[config.mk]
export PLATFORM = sky130hd
export DESIGN_NAME = reg_file_flat
export DESIGN_NICKNAME = d
export VERILOG_FILES = /design/src/rtl/reg_file_pkg.sv /design/src/rtl/reg_file_if.sv /design/src/rtl/reg_file.sv /design/src/flat_wrapper.sv
export SDC_FILE = /design/constraint.sdc
export NUM_CORES = 2
export LEC_CHECK = 0
export BUFFER_PORTS_ARGS = -buffer_cell sky130_fd_sc_hd__buf_2
export CORE_MARGIN = 2
export CORE_UTILIZATION = 30
export DETAILED_ROUTE_END_ITERATION = 7
export PLACE_DENSITY = 0.44
export SYNTH_ARGS = -nofsm -noshare
export SYNTH_HDL_FRONTEND = slang
export SYNTH_SLANG_ARGS = --single-unit
[constraint.sdc]
create_clock -name clk -period 4.7 [get_ports clk]
set_input_delay 0.705 -clock clk [delete_from_list [all_inputs] [get_ports clk]]
set_output_delay 0.705 -clock clk [all_outputs]
set_load 0.1 [all_outputs]
[src/rtl/reg_file_pkg.sv]
// ============================================================================
// Module      : reg_file_pkg
// Description : Shared constants for the architectural register file.
//               Holds the architectural widths and the default RoB index
//               width used by the interface and the register file.
// Ports       : none (package)
// Revision    : 1.0 - initial release
// ============================================================================
`default_nettype none

package reg_file_pkg;

    localparam int NUM_REGS               = 32;
    localparam int REG_ADDR_W             = 5;
    localparam int XLEN                   = 32;
    localparam int DEFAULT_ROB_SIZE_WIDTH = 4;
    localparam int NUM_LOOKUP_PORTS       = 2;

endpackage

`default_nettype wire

[src/rtl/reg_file_if.sv]
// ============================================================================
// Module      : reg_file_if
// Description : Bundle of the issue, commit, clear, operand-lookup and RoB
//               query signals between Decoder/RoB (master) and the register
//               file (slave).
// Ports       : none (all signals are interface members)
//               master drives rdy, clear, issue_*, commit_*, rs1/rs2,
//               get_ready*/get_value*; slave drives val*, dep*, tag*,
//               get_rob_id*.
// Revision    : 1.0 - initial release
// ============================================================================
`default_nettype none

interface reg_file_if
    import reg_file_pkg::*;
#(
    parameter int ROB_SIZE_WIDTH = DEFAULT_ROB_SIZE_WIDTH
);

    logic                      rdy;
    logic                      clear;

    logic                      issue_valid;
    logic [REG_ADDR_W-1:0]     issue_rd;
    logic [ROB_SIZE_WIDTH-1:0] issue_rob_id;

    logic                      commit_valid;
    logic [REG_ADDR_W-1:0]     commit_rd;
    logic [ROB_SIZE_WIDTH-1:0] commit_rob_id;
    logic [XLEN-1:0]           commit_value;

    logic [REG_ADDR_W-1:0]     rs1;
    logic [REG_ADDR_W-1:0]     rs2;
    logic [XLEN-1:0]           val1;
    logic [XLEN-1:0]           val2;
    logic                      dep1;
    logic                      dep2;
    logic [ROB_SIZE_WIDTH-1:0] tag1;
    logic [ROB_SIZE_WIDTH-1:0] tag2;

    logic [ROB_SIZE_WIDTH-1:0] get_rob_id1;
    logic [ROB_SIZE_WIDTH-1:0] get_rob_id2;
    logic                      get_ready1;
    logic                      get_ready2;
    logic [XLEN-1:0]           get_value1;
    logic [XLEN-1:0]           get_value2;

    modport master (
        output rdy, clear,
        output issue_valid, issue_rd, issue_rob_id,
        output commit_valid, commit_rd, commit_rob_id, commit_value,
        output rs1, rs2,
        input  val1, val2, dep1, dep2, tag1, tag2,
        input  get_rob_id1, get_rob_id2,
        output get_ready1, get_ready2, get_value1, get_value2
    );

    modport slave (
        input  rdy, clear,
        input  issue_valid, issue_rd, issue_rob_id,
        input  commit_valid, commit_rd, commit_rob_id, commit_value,
        input  rs1, rs2,
        output val1, val2, dep1, dep2, tag1, tag2,
        output get_rob_id1, get_rob_id2,
        input  get_ready1, get_ready2, get_value1, get_value2
    );

endinterface

`default_nettype wire

[src/rtl/reg_file.sv]
// ============================================================================
// Module      : reg_file
// Description : Architectural register file with RoB rename tags. Issue marks
//               a destination busy with its producing RoB entry; commit writes
//               the final value and releases the tag if it still names the
//               committing entry. Two combinational operand lookups resolve
//               each source to a value or a RoB tag, forwarding from the
//               committing instruction and from the RoB.
// Ports       : clk  - system clock
//               rst  - synchronous active-high reset
//               bus  - reg_file_if.slave (issue/commit/clear/lookup/RoB query)
// Revision    : 1.0 - initial release
// ============================================================================
`default_nettype none

module reg_file
    import reg_file_pkg::*;
#(
    parameter int ROB_SIZE_WIDTH = DEFAULT_ROB_SIZE_WIDTH
)
(
    input  logic      clk,
    input  logic      rst,
    reg_file_if.slave bus
);

    logic [XLEN-1:0]           r_value [NUM_REGS];
    logic [ROB_SIZE_WIDTH-1:0] r_tag   [NUM_REGS];
    logic [NUM_REGS-1:0]       r_busy;

    logic w_issue_en;
    logic w_commit_en;
    logic w_clear_en;

    // Writes to x0 are dropped here, so entry 0 stays at its reset value.
    assign w_issue_en  = bus.rdy && bus.issue_valid && !bus.clear && (bus.issue_rd != '0);
    assign w_commit_en = bus.rdy && bus.commit_valid && (bus.commit_rd != '0);
    assign w_clear_en  = bus.rdy && bus.clear;

    // Statement order encodes priority: the issue's busy/tag update is placed
    // after the commit release so a same-cycle issue to the same rd wins, and
    // the flush overrides both.
    always_ff @(posedge clk) begin
        if (rst) begin
            for (int i = 0; i < NUM_REGS; i++) begin
                r_value[i] <= '0;
                r_tag[i]   <= '0;
            end
            r_busy <= '0;
        end else begin
            if (w_commit_en) begin
                r_value[bus.commit_rd] <= bus.commit_value;
                if (r_busy[bus.commit_rd] && (r_tag[bus.commit_rd] == bus.commit_rob_id)) begin
                    r_busy[bus.commit_rd] <= 1'b0;
                end
            end
            if (w_clear_en) begin
                r_busy <= '0;
            end else if (w_issue_en) begin
                r_busy[bus.issue_rd] <= 1'b1;
                r_tag[bus.issue_rd]  <= bus.issue_rob_id;
            end
        end
    end

    // Identical lookup for both source ports; k selects which port's signals.
    for (genvar k = 0; k < NUM_LOOKUP_PORTS; k++) begin : g_lookup
        logic [REG_ADDR_W-1:0]     w_rs;
        logic                      w_rob_ready;
        logic [XLEN-1:0]           w_rob_value;
        logic [ROB_SIZE_WIDTH-1:0] w_tag;
        logic [XLEN-1:0]           w_val;
        logic                      w_dep;

        assign w_rs        = (k == 0) ? bus.rs1        : bus.rs2;
        assign w_rob_ready = (k == 0) ? bus.get_ready1 : bus.get_ready2;
        assign w_rob_value = (k == 0) ? bus.get_value1 : bus.get_value2;
        assign w_tag       = r_tag[w_rs];

        always_comb begin
            w_val = '0;
            w_dep = 1'b0;
            if (w_rs == '0) begin
                w_val = '0;
            end else if (!r_busy[w_rs]) begin
                w_val = r_value[w_rs];
            end else if (bus.commit_valid && (bus.commit_rd == w_rs)
                         && (bus.commit_rob_id == w_tag)) begin
                // Producer commits this very cycle; its value is not yet in
                // the array, so take it straight off the commit bus.
                w_val = bus.commit_value;
            end else if (w_rob_ready) begin
                w_val = w_rob_value;
            end else begin
                w_dep = 1'b1;
            end
        end
    end

    assign bus.val1        = g_lookup[0].w_val;
    assign bus.dep1        = g_lookup[0].w_dep;
    assign bus.tag1        = g_lookup[0].w_tag;
    assign bus.get_rob_id1 = g_lookup[0].w_tag;

    assign bus.val2        = g_lookup[1].w_val;
    assign bus.dep2        = g_lookup[1].w_dep;
    assign bus.tag2        = g_lookup[1].w_tag;
    assign bus.get_rob_id2 = g_lookup[1].w_tag;

endmodule

`default_nettype wire

[src/flat_wrapper.sv]
// flat-port wrapper written by rule: the top's interface ports become plain ports
module reg_file_flat import reg_file_pkg::*;
#(
    parameter int ROB_SIZE_WIDTH = DEFAULT_ROB_SIZE_WIDTH
)
  (clk, rst, bus_rdy, bus_clear, bus_issue_valid, bus_issue_rd, bus_issue_rob_id, bus_commit_valid, bus_commit_rd, bus_commit_rob_id, bus_commit_value, bus_rs1, bus_rs2, bus_val1, bus_val2, bus_dep1, bus_dep2, bus_tag1, bus_tag2, bus_get_rob_id1, bus_get_rob_id2, bus_get_ready1, bus_get_ready2, bus_get_value1, bus_get_value2);
  reg_file_if #(.ROB_SIZE_WIDTH(ROB_SIZE_WIDTH)) bus_i ();
  input  logic clk;
  input  logic rst;
  input wire logic [$bits(bus_i.rdy)-1:0] bus_rdy;
  input wire logic [$bits(bus_i.clear)-1:0] bus_clear;
  input wire logic [$bits(bus_i.issue_valid)-1:0] bus_issue_valid;
  input wire logic [$bits(bus_i.issue_rd)-1:0] bus_issue_rd;
  input wire logic [$bits(bus_i.issue_rob_id)-1:0] bus_issue_rob_id;
  input wire logic [$bits(bus_i.commit_valid)-1:0] bus_commit_valid;
  input wire logic [$bits(bus_i.commit_rd)-1:0] bus_commit_rd;
  input wire logic [$bits(bus_i.commit_rob_id)-1:0] bus_commit_rob_id;
  input wire logic [$bits(bus_i.commit_value)-1:0] bus_commit_value;
  input wire logic [$bits(bus_i.rs1)-1:0] bus_rs1;
  input wire logic [$bits(bus_i.rs2)-1:0] bus_rs2;
  output wire logic [$bits(bus_i.val1)-1:0] bus_val1;
  output wire logic [$bits(bus_i.val2)-1:0] bus_val2;
  output wire logic [$bits(bus_i.dep1)-1:0] bus_dep1;
  output wire logic [$bits(bus_i.dep2)-1:0] bus_dep2;
  output wire logic [$bits(bus_i.tag1)-1:0] bus_tag1;
  output wire logic [$bits(bus_i.tag2)-1:0] bus_tag2;
  output wire logic [$bits(bus_i.get_rob_id1)-1:0] bus_get_rob_id1;
  output wire logic [$bits(bus_i.get_rob_id2)-1:0] bus_get_rob_id2;
  input wire logic [$bits(bus_i.get_ready1)-1:0] bus_get_ready1;
  input wire logic [$bits(bus_i.get_ready2)-1:0] bus_get_ready2;
  input wire logic [$bits(bus_i.get_value1)-1:0] bus_get_value1;
  input wire logic [$bits(bus_i.get_value2)-1:0] bus_get_value2;
  assign bus_i.rdy = bus_rdy;
  assign bus_i.clear = bus_clear;
  assign bus_i.issue_valid = bus_issue_valid;
  assign bus_i.issue_rd = bus_issue_rd;
  assign bus_i.issue_rob_id = bus_issue_rob_id;
  assign bus_i.commit_valid = bus_commit_valid;
  assign bus_i.commit_rd = bus_commit_rd;
  assign bus_i.commit_rob_id = bus_commit_rob_id;
  assign bus_i.commit_value = bus_commit_value;
  assign bus_i.rs1 = bus_rs1;
  assign bus_i.rs2 = bus_rs2;
  assign bus_val1 = bus_i.val1;
  assign bus_val2 = bus_i.val2;
  assign bus_dep1 = bus_i.dep1;
  assign bus_dep2 = bus_i.dep2;
  assign bus_tag1 = bus_i.tag1;
  assign bus_tag2 = bus_i.tag2;
  assign bus_get_rob_id1 = bus_i.get_rob_id1;
  assign bus_get_rob_id2 = bus_i.get_rob_id2;
  assign bus_i.get_ready1 = bus_get_ready1;
  assign bus_i.get_ready2 = bus_get_ready2;
  assign bus_i.get_value1 = bus_get_value1;
  assign bus_i.get_value2 = bus_get_value2;
  reg_file #(.ROB_SIZE_WIDTH(ROB_SIZE_WIDTH)) u_core (.clk(clk), .rst(rst), .bus(bus_i));
endmodule
Word level (Yosys, flattened, before mapping)

Memories as Yosys holds them, arrays and structs flattened.
Cells that the tools add are included.

Bits in registers: 32
Latch bits: 0
Memory bits (writable): 1,152
Bits in read-only memories: 0
Output and inout bits: 82
Memories: 2

Memory list:

| memory         | depth | bits a word | read ports | clocked after memory_dff | wr ports | line           | RTL |
|---|---|---|---|---|---|---|---|
| u_core.r_value | 32    | 32          | 2          | 0                        | 32       | reg_file.sv:27 | `logic [XLEN-1:0] r_value [NUM_REGS];` |
| u_core.r_tag   | 32    | 4           | 3          | 0                        | 32       | reg_file.sv:28 | `logic [ROB_SIZE_WIDTH-1:0] r_tag [NUM_REGS];` |

Add/sub/neg operators: 0
$mul: 0
Divide/modulo/power cells: 0
Order comparisons: 6
Eq/ne operators: 5
Shift operators: 0
Mux-type cells: 45
Bitwise operators: 3
Reduce and logical (&&, ||, !) cells: 21

Operators by type and width:

| operator             | number |
|---|---|
| $mux W32             | 13 |
| $and A32 B32 Y32     | 1 |
| $not A32 Y32         | 1 |
| $or A32 B32 Y32      | 1 |
| $reduce_or A32 Y1    | 1 |
| $lt A5 B6 Y1 const B | 4 |
| $mux W1              | 24 |
| $bmux W1 S5          | 3 |
| $logic_and A1 B1 Y1  | 13 |
| $eq A4 B4 Y1         | 3 |
| $demux W1 S5         | 2 |
| $eq A5 B5 Y1         | 2 |
| $ge A5 B1 Y1 const B | 2 |
| $logic_not A5 Y1     | 2 |
| $mux W5              | 2 |
| $reduce_bool A5 Y1   | 2 |
| $mux W4              | 1 |
| $reduce_or A4 Y1     | 1 |
| $reduce_or A2 Y1     | 1 |
| $logic_not A1 Y1     | 1 |

Depth between registers and ports, before layout

Depth in word-level cells: 11
Gate-level depth with buffers: 15

Worst setup path before layout

No wires, ideal clock.

Path kind: input -> output
Start point: in bus_rs1[0]
End point: out bus_val1[10]
Data arrival time: 6,566 ps
Required time: 3,995 ps
Slack: -2,571 ps
Stages on the path: 14
Path buffers: 6
Cell sequence: buf_6 > buf_8 > buf_6 > buf_4 > mux2i_1 > o221ai_1 > a21oi_1 > a21oi_1 > xnor2_1 > or4_1 > buf_4 > buf_6 > mux2i_1 > a211oi_1

Cells in the longest elaborated chain, start to end: 6
Elaborated cells between the ends (all ways): 12

Ends and longest elaborated chain:

| what                         | line               | RTL |
|---|---|---|
| from (decl)                  | flat_wrapper.sv:19 | `input wire logic [$bits(bus_i.rs1)-1:0] bus_rs1;` |
| $mem_v2 Z32 W4               | -                  |  |
| named net bus_get_rob_id1[2] | flat_wrapper.sv:27 | `output wire logic [$bits(bus_i.get_rob_id1)-1:0] bus_get_rob_id1;` |
| $eq A4 B4 Y1                 | reg_file.sv:88     | `&& (bus.commit_rob_id == w_tag)) begin` |
| $logic_and A1 B1 Y1          | reg_file.sv:88     |  |
| $mux W32                     | reg_file.sv:87     | `end else if (bus.commit_valid && (bus.commit_rd == w_rs)` |
| $mux W32                     | reg_file.sv:85     | `end else if (!r_busy[w_rs]) begin` |
| $mux W32                     | reg_file.sv:83     | `if (w_rs == '0) begin` |
| to (decl)                    | flat_wrapper.sv:21 | `output wire logic [$bits(bus_i.val1)-1:0] bus_val1;` |

The timed path passes the listed nets, and every way through them passes these cells. The select of a mux whose other input is x is not followed.

==> run_results.csv <==
group,metric,value,unit
outcome,status,"finished with violations",
outcome,violations,"setup timing",
cells_and_area,area_growth,19.79,%
timing,maxSlewHeadroom,8.023,%
clock_tree,numClockSinks,1184,
worst_hold_path,holdPathEnd,"u_core.r_busy[11]$_SDFF_PP0_",
timing,fin_ws,-0.2134,ns
critical_path,rr_worst_depth,9,
placement,dp.final_hpwl,168500,um
clock_tree,cts-htree-levels,4,
synthesis,async_flop_share,0,%
critical_path,crit_path_end_kind,"primary output",
detailed_routing,detail_route.first_pass.iterations,5,
synthesis,synth-edff-count,1152,
synthesis,synth.avg_cell_area,14.47,um^2
critical_path,path_max_fanout,6,
worst_hold_path,min_path_cells,4,
placement,place_ws,-0.1724,ns
synthesis,yosysTopAreaCellShare,51.74,%
cells_and_area,multi_input_area,31120,um^2
detailed_routing,drt_iter0_drc,5519,
timing,layout_min_cycle_time,4.913,ns
timing,finalMaxSlewViolations,0,
clock_tree,ctsLongestPathBuffers,3,
critical_path,worst_ep_required_time,3.99,ns
global_route,grt_pass1_wl,389400,um
die,die_h,476.1,um
placement,gp_congestion,0.8977,
cells_and_area,fin_area,80100,um^2
detailed_routing,drt-wirelength-per-cell,35.79,um
cells_and_area,register_area,35230,um^2
placement,port_buffers,213,
clock_tree,cts_hold_buf,0,
pwr,power_density,355.8,nW/um^2
critical_path,cp-start-kind,"register",
synthesis,yosysTopAreaCell,"edfxtp_1",
global_route,antenna_found_initial,42,
pwr,leakage,0.02768,uW
synthesis,ys.flop_type,"edfxtp_1",
synthesis,netlist_top_cells_area,"edfxtp_1 52%, mux4_2 21%, and2_1 11%",
job,cap_violations,0,
synthesis,seq_area_frac_synth,52.70,%
clock_tree,path_clk_slew,0.06,ns
detailed_routing,routed-via-count,44760,
die,ios,214,
synthesis,syn_inst,4621,
detailed_routing,antenna_left,0,
cells_and_area,fillCellCount,20970,
timing,whs,0.4431,ns
placement,place_area,75160,um^2
timing,rsz0062_at_grt,"true",
die,num_rows,173,
cells_and_area,drive_gt1_share,31.90,%
die,core_area,221900,um^2
critical_path,cp.arrival,4.21,ns
critical_path,critPathKind,"reg -> out",
timing,clock_skew,0.02146,ns
timing,hold_viol,0,
cells_and_area,nNetsFinal,4958,
worst_hold_path,hold_class,"in -> reg",
timing,fmax,0.2035,GHz
critical_path,r2r_end,"u_core.r_busy[25]$_SDFF_PP0_",
die,start_util,30.14,%
timing,setup-violations-final,34,
global_route,grt_max_degree,83,
clock_tree,cts_buffers,143,
pwr,irDropWorstVdd,0.0003723,V
synthesis,yosysWarnings,0,
critical_path,r2r_slack,1.49,ns
critical_path,r2r_start,"u_core.r_tag[18][2]$_SDFFCE_PN0P_",
synthesis,synth_area,66860,um^2
worst_hold_path,min-delay-start,"bus_issue_rd[4]",
detailed_routing,vias_per_cell,5.633,
timing,worst_slew_pin_slew,1.380,ns
die,die_area,226700,um^2
global_route,grtUsageTotal,25.00,%
global_route,grt_pass1_vias,45620,
pwr,finalPower,28500,uW
clock_tree,clk-insertion-delay-late,0.80,ns
timing,finalCritPeriodShare,104.5,%
clock_tree,root_buffer,"clkbuf_16",
synthesis,ys_ff_latch,1184,
clock_tree,tritoncts,"yes",
die,die_w,476.1,um
detailed_routing,routed_wl,284300,um
global_route,grt_overflow,0,
synthesis,synth_cell_types,63,
detailed_routing,drc,0,
worst max path at each step:
stage | start | to | slack [ns] | cells after the start
6_report | u_core.r_tag[18][1]$_SDFFCE_PN0P_ | bus_val1[30] | -0.21 | 10
4_1_cts | u_core.r_tag[15][2]$_SDFFCE_PN0P_ | bus_val1[26] | -0.31 | 10
2_1_floorplan | bus_rs1[0] | bus_val1[11] | -0.22 | 14
3_3_place_gp | bus_rs1[1] | bus_val1[26] | -0.13 | 11
5_1_grt | u_core.r_tag[5][3]$_SDFFCE_PN0P_ | bus_val1[26] | -0.34 | 10
3_5_place_dp | bus_rs2[1] | bus_val2[27] | -0.17 | 12
repair_timing:
| item | in CTS | in global routing |
|---|---|---|
| gates resized for setup | 25 | 19 |
| buffers inserted | 11 | 2 |
| cloned | 3 | 0 |
| pin swaps | 13 | 12 |
| endpoints found under the setup margin | 65 | 66 |
logic make-up after synthesis:
kind of cell | Yosys count | synth area share [%]
simple gates | 1582 | 13.88
xor+xnor | 17 | 0.2227
mux | 920 | 25.70
flops | 1184 | 52.70
buf+inv | 505 | 3.305
other cells | 1 | 0.005608
compound gates | 412 | 4.194
cell usage after synthesis (42+ instances only):
| cell type | n |
|---|---|
| buf_2 | 65 |
| mux2_2 | 53 |
| mux2i_1 | 236 |
| o21ai_0 | 61 |
| nor2_1 | 98 |
| nand2_1 | 139 |
| edfxtp_1 | 1152 |
| a211oi_1 | 44 |
| a21oi_1 | 76 |
| and2_1 | 1137 |
| mux4_2 | 627 |
| clkbuf_1 | 351 |
| a31oi_1 | 42 |
per-layer routing:
metal / wire (um) / up-vias / track usage, % / part of all wire, %
li1: - / 18270 / - / -
met3: 20720 / 421 / 3.938 / 7.3
met1: 119900 / 23980 / 34.46 / 42
met2: 133200 / 2072 / 40.16 / 47
met4: 10460 / 8 / 8.372 / 3.7
met5: 45 / - / 0 / 0.016
state kept, by name, summed over array words and instances, names as in the netlist:
register,count
u_core.r_busy,32
u_core.r_value,1024
u_core.r_tag,128
cell type report:
type | count | area share [%]
clock inverters | 76 | 0.7436
inverters | 14 | 0.07654
well taps | 2975 | 4.647
diodes | 29 | 0.09060
clock buffers | 184 | 4.832
multi-input cells | 2967 | 38.85
repair buffers | 516 | 6.775
flip-flops and latches | 1184 | 43.99
layout by cell type, fill, tap and decap left out, types with 31 or more instances in the layout:
cell,synthesis,routed
mux4_2,627,629
mux2_2,53,50
a21oi_4,0,33
edfxtp_1,1152,1152
a31oi_1,42,41
a22oi_1,37,34
dfxtp_1,32,32
clkinv_1,1,40
and2_1,1137,1137
conb_1,1,36
clkbuf_1,351,34
a21oi_1,76,41
nand2_1,139,137
buf_4,29,227
buf_2,65,135
a211oi_4,0,32
nor2_1,98,76
and3_1,31,31
clkbuf_16,0,149
mux2i_1,236,222
buf_12,0,136
o21ai_0,61,61
power breakdown:
part / switching, uW / internal (uW)
Combinational: 3170 / 2040
Sequential: 309 / 12100
Clock: 4690 / 6160
critical path, stage by stage, from the launching register on:
cell	delay, ns
edfxtp_1	0.49
mux4_2	0.48
mux2_2	0.29
o22ai_2	0.20
or3_1	0.15
nand4b_1	0.13
or4_4	0.59
buf_4	0.23
mux2i_1	0.21
a211oi_4	0.40
buf_12	0.22
per-stage QoR:
step	utilization (%)	setup TNS, ns	std cells
after global routing	36.09	-10.16	7935
after CTS	36.03	-7.610	7914
after detailed placement	33.88	-2.472	7640
after global placement	33.88	-1.134	7640
after floorplan	-	-7.806	4656
final	36.10	-5.068	7945
Power figures use the tool's default switching activity.
